$ cat src/rtl/serial_adder.sv
// Bit-serial adder: one full-adder slice with a registered carry, fed LSB-first
// from operand shift registers, behind valid/ready handshakes on both sides.
module serial_adder #(
    parameter int WIDTH = 8
) (
    input  logic             clk,
    input  logic             rst_n,
    input  logic             in_valid,
    output logic             in_ready,
    input  logic [WIDTH-1:0] a,
    input  logic [WIDTH-1:0] b,
    input  logic             cin,
    output logic             out_valid,
    input  logic             out_ready,
    output logic [WIDTH-1:0] sum,
    output logic             cout
);

    localparam int CNT_W = (WIDTH > 1) ? $clog2(WIDTH) : 1;

    typedef enum logic [1:0] {
        S_IDLE = 2'd0,
        S_ADD  = 2'd1,
        S_DONE = 2'd2
    } state_t;

    state_t             r_state;
    state_t             w_state_next;

    logic [WIDTH-1:0]   r_a_sh;
    logic [WIDTH-1:0]   r_b_sh;
    logic [WIDTH-1:0]   r_acc;
    logic               r_carry;
    logic [CNT_W-1:0]   r_cnt;
    logic [WIDTH-1:0]   r_sum;
    logic               r_cout;

    logic [1:0]         w_fa;
    logic               w_s;
    logic               w_c;
    logic [WIDTH-1:0]   w_acc_next;
    logic               w_last;

    // Returns {carry, sum} of a 1-bit full adder.
    function automatic logic [1:0] full_add(input logic x, input logic y, input logic ci);
        return {(x & y) | (x & ci) | (y & ci), x ^ y ^ ci};
    endfunction

    always_comb begin
        w_fa       = full_add(r_a_sh[0], r_b_sh[0], r_carry);
        w_s        = w_fa[0];
        w_c        = w_fa[1];
        // Shift right with the new sum bit entering at the MSB; after WIDTH
        // shifts the accumulator holds the full sum in natural bit order.
        w_acc_next = r_acc >> 1;
        w_acc_next[WIDTH-1] = w_s;
        w_last     = (r_cnt == CNT_W'(WIDTH - 1));
    end

    always_ff @(posedge clk or negedge rst_n) begin
        if (!rst_n) begin
            r_state <= S_IDLE;
        end else begin
            r_state <= w_state_next;
        end
    end

    always_comb begin
        w_state_next = r_state;
        case (r_state)
            S_IDLE: if (in_valid)  w_state_next = S_ADD;
            S_ADD:  if (w_last)    w_state_next = S_DONE;
            S_DONE: if (out_ready) w_state_next = S_IDLE;
            default:               w_state_next = S_IDLE;
        endcase
    end

    always_ff @(posedge clk or negedge rst_n) begin
        if (!rst_n) begin
            r_a_sh  <= '0;
            r_b_sh  <= '0;
            r_acc   <= '0;
            r_carry <= 1'b0;
            r_cnt   <= '0;
            r_sum   <= '0;
            r_cout  <= 1'b0;
        end else begin
            case (r_state)
                S_IDLE: begin
                    if (in_valid) begin
                        r_a_sh  <= a;
                        r_b_sh  <= b;
                        r_carry <= cin;
                        r_cnt   <= '0;
                    end
                end
                S_ADD: begin
                    r_acc   <= w_acc_next;
                    r_a_sh  <= r_a_sh >> 1;
                    r_b_sh  <= r_b_sh >> 1;
                    r_carry <= w_c;
                    r_cnt   <= r_cnt + CNT_W'(1);
                    // The result registers only move when the last bit lands.
                    if (w_last) begin
                        r_sum  <= w_acc_next;
                        r_cout <= w_c;
                    end
                end
                default: begin
                end
            endcase
        end
    end

    assign in_ready  = (r_state == S_IDLE);
    assign out_valid = (r_state == S_DONE);
    assign sum       = r_sum;
    assign cout      = r_cout;

endmodule
$ cat config.mk
export PLATFORM = sky130hd
export DESIGN_NAME = serial_adder
export DESIGN_NICKNAME = d
export VERILOG_FILES = /design/src/rtl/serial_adder.sv
export SDC_FILE = /design/constraint.sdc
export NUM_CORES = 1
export LEC_CHECK = 0
export ABC_AREA = 1
export CORE_ASPECT_RATIO = 0.9
export CORE_MARGIN = 2
export CORE_UTILIZATION = 45
export DETAILED_ROUTE_END_ITERATION = 16
export DONT_BUFFER_PORTS = 1
export PLACE_DENSITY = 0.72
export SETUP_SLACK_MARGIN = 0.02
export SYNTH_ARGS = -nofsm -noshare
export SYNTH_HDL_FRONTEND = slang
export SYNTH_SLANG_ARGS = --single-unit
$ cat constraint.sdc
create_clock -name clk -period 1.2 [get_ports clk]
set_input_delay 0.24 -clock clk [delete_from_list [all_inputs] [get_ports clk]]
set_output_delay 0.24 -clock clk [all_outputs]
set_load 0.005 [all_outputs]
==> summary.md, run 1 <==
| Metric | Value |
|---|---|
| Worst path arrival time | 0.96 ns |
| Num CTS Buffers | 5 |
| Critical path class | reg2out |
| Max clock buf depth | 2 |
| Tot GR Track Use | between 10% and 20% |
| Netlist cell types | 20 |
| WP data required | 0.96 ns |
| Routability Congestion | 0.7433 |
| Met2 routed WL | between 1.5 and 2 mm |
| First-pass GRT wire length | about 5.6 mm |
| Switching Fraction | approximately two fifths |
| Initial Utilization | 47.45% |
| Share of power burned in registers | a little over two fifths |
| Nets | roughly 250 |
| RSZ-0062 raised after global routing | yes |
| Final cycle utilization of the critical path | between 90% and 100% |
| Comb pwr share | about two fifths |
| Crit-path max cell delay | 0.41 ns |
| Post-DP Area | ~1800 µm² |
| DR vias/cell | 4.818 |
| Initial antenna violation count | 0 |
| Max-Slew Margin vs Limit | 82.19% |
| Met3 Wirelength | just over 200 µm |
| WL final | roughly 3.4 mm |
| Max-slew violation count | 0 |
| Die Span Y | roughly 64 µm |
| Antenna Diode Count | 0 |
| Number of fill cells | between 300 and 400 |
| Die width | between 70 and 80 µm |
| Clock Latency Late Sink | approximately 0.29 ns |
| IO Pins | 32 |
| Max Cap Viol | 0 |
| R2R depth | 3 |
| Avg Synthesized Cell Area | 8.179 µm² |
| Layout area overhead | 14.88% |
| DRT iter0 DRCs | ~80 |
| DRC viols | 0 |
| Maximum VDD drop | around 0.0010 V |
| Hold Path Sink | r_state[1] |
| IO Port Bufs | 0 |
| Peak Freq | ~830 MHz |
| Pin count of the biggest net entering global routing | 39 |
| Highest routed layer | met4 |
| Final Hold Fails | 0 |
| Setup-violating endpoint count in the final report | 0 |
| Critical-path top delay cell | dfrtp_1 |
| Element type at the critical path end | primary output |
| WL per Instance | between 10 and 15 µm |
| Cell class contributing the biggest share of worst-path delay | flip-flops |
| FF-to-FF Start | r_carry |
| Vias | 1325 |
| Min Tclk post-route | approximately 1.2 ns |
| Sink Count | 38 |
| Hpwl dp | between 2 and 2.5 mm |
| Hold path cells | 1 |
| Setup slack at placement | -0.02764 ns |
| Setup TNS | 0 ns |
| CTS tree | built |
| Power per Cell Area | around 2600 nW/µm² |
| Seq/Total Area, Yosys | between 50% and 60% |
| Final worst slack | ~0.0024 ns |
| GR Overflow Total | 0 |
| Critical path cell sequence | buf_6 > nor2_4 |
| Clock power share | ~16% |
| Critical Path Source Type | flip-flop |
| YS warnings | 0 |
| Root buffer cell | clkbuf_8 |
| Run status | complete, no violations |
| Pwr Total | about 5.3 mW |
| Seq cells post-synth | 38 |
| Share of cells above drive strength 1 | between 10% and 20% |
| Routed Antenna Nets | 0 |
| Clock slew at reported path FFs | around 0.070 ns |
| CTS H-tree depth | 2 |
| Vias in the first global route | approximately 1.2k |
| FF-to-FF setup slack | ~0.030 ns |
| Synthesized instance count | 218 |
| Skew final | around 0.0060 ns |
| Buf/Inv on CP | 1 |
| P_sw | about 2.1 mW |
| Crit Reg-Reg Endpoint | r_acc[7] |
| Standard-cell row count | 21 |
| Slew @ Worst Pin | approximately 0.27 ns |
| Leakage power figure | around 1.1 nW |
| Final instance area | 2048 µm² |
| Beginning of the worst hold path | out_ready |
| Core ar. | 3757 µm² |
| WL met1 | 1.652 mm |
| P_int | 3.189 mW |
| HP Class | in2reg |
| First drt pass iteration count | 4 |
| Die area | 4482 µm² |
| Syn nets | between 200 and 250 |
| Critical Path Fanout Max | 3 |
| Synth Cell Area | roughly 1800 µm² |
layout by cell type (no fill, tap or decap), types with 2 or more instances in the layout:
master | netlist | layout
nand2_8 | 0 | 3
dfrtp_1 | 38 | 37
nand3_1 | 18 | 18
buf_4 | 0 | 6
inv_1 | 38 | 36
a21oi_1 | 2 | 2
nand2_4 | 1 | 2
clkbuf_8 | 0 | 6
nor2_2 | 0 | 2
o21ai_1 | 8 | 8
nand2_1 | 84 | 83
buf_6 | 2 | 3
inv_2 | 1 | 3
o21ai_0 | 9 | 8
nor2_4 | 1 | 2
logic make-up after synthesis:
| logic type | after synthesis | synth area share, % |
|---|---|---|
| and+or+nand+nor | 109 | 25.33 |
| buffers and inverters | 48 | 13.05 |
| DFF | 38 | 53.33 |
| AOI/OAI and AO/OA | 20 | 5.754 |
| adders and majority gates | 3 | 2.526 |
through the flow:
stage / utilization, % / std cells / hold slack, ns
after floorplan: - / 218 / -0.05559
after global placement: 48.52 / 263 / -0.05464
after detailed placement: 48.52 / 263 / -0.05479
after CTS: 52.45 / 271 / 0.03278
after global routing: 54.51 / 275 / 0.03180
final: 54.51 / 275 / 0.03830
worst reg2reg max path, cell delays in order, from the launching register on:
cell and delay (ns):
dfrtp_1 0.40, fa_1 0.55, inv_2 0.05, o21ai_2 0.11
flip-flops by register name, summed over array words and instances (netlist names):
| register | count |
|---|---|
| r_a_sh | 8 |
| r_carry | 1 |
| sum | 8 |
| r_b_sh | 8 |
| r_state | 2 |
| r_cnt | 3 |
| r_acc | 7 |
| cout | 1 |
what timing repair did:
action                                 CTS  global route
endpoints found under the hold margin   38             0
cloned                                   0             2
buffers inserted                         0             2
pin swaps                                2             5
hold buffers                             2             0
resized for setup                        9            10
setup endpoints to repair               30            37
power groups by stage:
stage	Sequential (mW)	Clock (mW)	Combinational (mW)
after global placement	2.20	0	1.77
after floorplan	2.14	0	1.57
after CTS	2.21	0.881	1.96
after global routing	2.29	0.928	2.55
after detailed placement	2.21	0	1.83
final	2.23	0.863	2.18
synthesized netlist by cell type:
| library cell | instances | share of area, % |
|---|---|---|
| a21oi_1 | 2 | 0.56 |
| buf_12 | 1 | 1.1 |
| buf_2 | 4 | 1.1 |
| buf_6 | 2 | 1.3 |
| buf_8 | 1 | 0.84 |
| dfrtp_1 | 38 | 53 |
| fa_1 | 1 | 1.1 |
| ha_1 | 2 | 1.4 |
| inv_1 | 38 | 8.0 |
| inv_2 | 1 | 0.21 |
| inv_6 | 1 | 0.49 |
| nand2_1 | 84 | 18 |
| nand2_2 | 2 | 0.70 |
| nand2_4 | 1 | 0.63 |
| nand3_1 | 18 | 5.1 |
| nor2_1 | 3 | 0.63 |
| nor2_4 | 1 | 0.63 |
| o21ai_0 | 9 | 2.5 |
| o21ai_1 | 8 | 2.2 |
| o31ai_1 | 1 | 0.42 |
routing by layer:
layer / up-vias / track usage [%]
li1: 684 / -
met1: 600 / 21.99
met2: 33 / 22.76
met3: 8 / 5.760
met4: 0 / 9.375
met5: - / 0
cell type report:
class | count | area, µm² | share of cell area [%]
flip-flops and latches | 38 | 952.2 | 46.49
well taps | 46 | 57.56 | 2.810
inverters | 40 | 157.7 | 7.697
multi-input cells | 134 | 689.4 | 33.66
clock buffers | 6 | 82.58 | 4.032
repair buffers | 11 | 108.9 | 5.315
worst max path at each step:
stage                     startpoint    endpoint  slack, ns  depth (start not counted)
after detailed placement   r_a_sh[0]    r_acc[7]      -0.03                          3
after global placement     r_a_sh[0]    r_acc[7]      -0.03                          3
after global routing      r_state[0]   r_b_sh[6]      -0.03                          5
final                     r_state[1]    in_ready      0.002                          2
after CTS                 r_state[1]    in_ready     -0.001                          2
after floorplan             r_cnt[0]  r_state[1]       0.04                          5
No activity file was read; power rests on OpenSTA's default activity.
==> inputs of run 2 (changes only) <==
--- a/config.mk
+++ b/config.mk
@@ -11,6 +11,7 @@
 export CORE_UTILIZATION = 45
 export DETAILED_ROUTE_END_ITERATION = 16
 export DONT_BUFFER_PORTS = 1
+export HOLD_SLACK_MARGIN = 0.05
 export PLACE_DENSITY = 0.72
 export SETUP_SLACK_MARGIN = 0.02
 export SYNTH_ARGS = -nofsm -noshare
==> summary.md, run 2 (synthesis results as in run 1) <==
| Metric | Value |
|---|---|
| First drt pass iteration count | 4 |
| Max clock buf depth | 2 |
| Clock Latency Late Sink | just under 0.3 ns |
| DRT iter0 DRCs | 62 |
| Final non-filler cell total | ~280 |
| Die Span Y | between 60 and 70 µm |
| Setup slack at placement | -0.02764 ns |
| CTS tree | built |
| Most frequent cells in the layout | 83 x nand2_1, 37 x inv_1, 37 x dfrtp_1 |
| IO Port Bufs | 0 |
| Final Hold Fails | 0 |
| Peak Freq | just over 800 MHz |
| RSZ-0062 raised after global routing | yes |
| Antenna Diode Count | 0 |
| P_int | around 3.1 mW |
| HP Class | in2reg |
| WL final | around 3.5 mm |
| Core ar. | 3757 µm² |
| GR Overflow Total | 0 |
| Routability Congestion | ~0.74 |
| Root buffer cell | clkbuf_8 |
| Max-slew violation count | 0 |
| Clock power share | 16.6% |
| Pwr Total | between 5 and 6 mW |
| Layout area overhead | 13.96% |
| Sink Count | 38 |
| Clock slew at reported path FFs | ~0.070 ns |
| Num CTS Buffers | 5 |
| Most common cell after layout, fill and taps aside | nand2_1 |
| Share of power burned in registers | between 40 and 50% |
| P_sw | approximately 2.1 mW |
| Failing checks | negative setup slack |
| Die width | between 70 and 80 µm |
| Tot GR Track Use | between 10% and 20% |
| Comb pwr share | between 40% and 50% |
| Critical Path Fanout Max | 3 |
| Routed Antenna Nets | 0 |
| Post-layout util | between 50% and 60% |
| CTS H-tree depth | 2 |
| Share of cells above drive strength 1 | 13.10% |
| Max Cap Viol | 0 |
| Min Tclk post-route | about 1.2 ns |
| Placed Cells | roughly 260 |
| First-pass GRT wire length | about 5.7 mm |
| Standard-cell row count | 21 |
| Fin Hold WS | roughly 0.096 ns |
| WP data required | around 0.96 ns |
| Critical Path Source Type | flip-flop |
| Final cycle utilization of the critical path | 100.2% |
| Slew @ Worst Pin | approximately 0.21 ns |
| Number of fill cells | roughly 350 |
| Switching Fraction | about two fifths |
| Setup-violating endpoint count in the final report | 1 |
| Pin count of the biggest net entering global routing | 39 |
| Nets | roughly 250 |
| Vias in the first global route | roughly 1.2k |
| WL per Instance | ~13 µm |
| Power per Cell Area | about 2600 nW/µm² |
| Hpwl dp | roughly 2.3 mm |
| Worst path arrival time | about 0.96 ns |
| IO Pins | 32 |
| Vias | roughly 1.3k |
| Initial Utilization | between 40% and 50% |
| Max-Slew Margin vs Limit | between 80% and 90% |
| Maximum VDD drop | 0.001035 V |
| Skew final | just over 0.006 ns |
| Run status | finished with violations |
| Element type at the critical path end | primary output |
| Die area | between 4000 and 5000 µm² |
| Final worst slack | -0.002577 ns |
| DR vias/cell | approximately 4.8 |
| Critical path class | reg2out |
| Initial antenna violation count | 0 |
| DRC viols | 0 |
| Leakage power figure | ~1.1 nW |
[run 2: path summary, 6_finish.rpt]
check / from / endpoint / slack, ns / depth (start not counted)
worst min-delay path: in_valid / r_a_sh[7] / 0.1 / 2
worst min register to register: r_cnt[1] / r_cnt[1] / 0.48 / 2
worst max-delay path: r_state[1] / in_ready / -0.003 / 2
min in group asynchronous: rst_n / sum[4] / 0.40 / 2
max in group asynchronous: rst_n / r_state[0] / 0.60 / 2
worst max register to register: r_carry / r_acc[7] / 0.03 / 3
[run 2: per-stage QoR]
step / area, µm² / TNS [ns]
after global routing: 2032 / -0.2858
after detailed placement: 1823 / -0.02764
after CTS: 1981 / -0.001499
final: 2032 / -0.002577
after global placement: 1823 / -0.02823
after floorplan: 1797 / 0
[run 2: final cells by class]
type                    count  area, µm²  area share, %
flip-flops and latches     38      952.2          46.86
inverters                  40      157.7          7.759
clock buffers               6      82.58          4.064
well taps                  46      57.56          2.833
repair buffers             11      103.9          5.111
multi-input cells         134      678.2          33.37
[run 2: critical path: stages (launching register included)]
cell	delay [ns]
dfrtp_1	0.41
buf_6	0.14
nor2_4	0.12
[run 2: routing by layer]
layer  vias to the layer above  global-route usage [%]  share of wire [%]
met5                         -                       0                  0
met4                         0                   9.375                1.8
met3                         6                   5.760                6.7
met2                        36                   23.11                 45
met1                       598                   22.20                 47
li1                        678                       -                  -
[run 2: what timing repair did]
action                     4_1_cts  5_1_grt
setup endpoints to repair       30       38
gates cloned                     0        2
buffers inserted                 0        1
gates resized for setup          9        5
hold endpoints to repair        39        0
pin swaps                        2        3
hold buffers                     3        0
[run 2: power by group through the flow]
stage          registers (mW)  logic, mW  clock network [mW]
6_report                 2.22       2.12               0.862
5_1_grt                  2.28       2.48               0.928
4_1_cts                  2.21       1.96               0.881
3_5_place_dp             2.21       1.83                   0
3_3_place_gp             2.20       1.77                   0
2_1_floorplan            2.14       1.57                   0
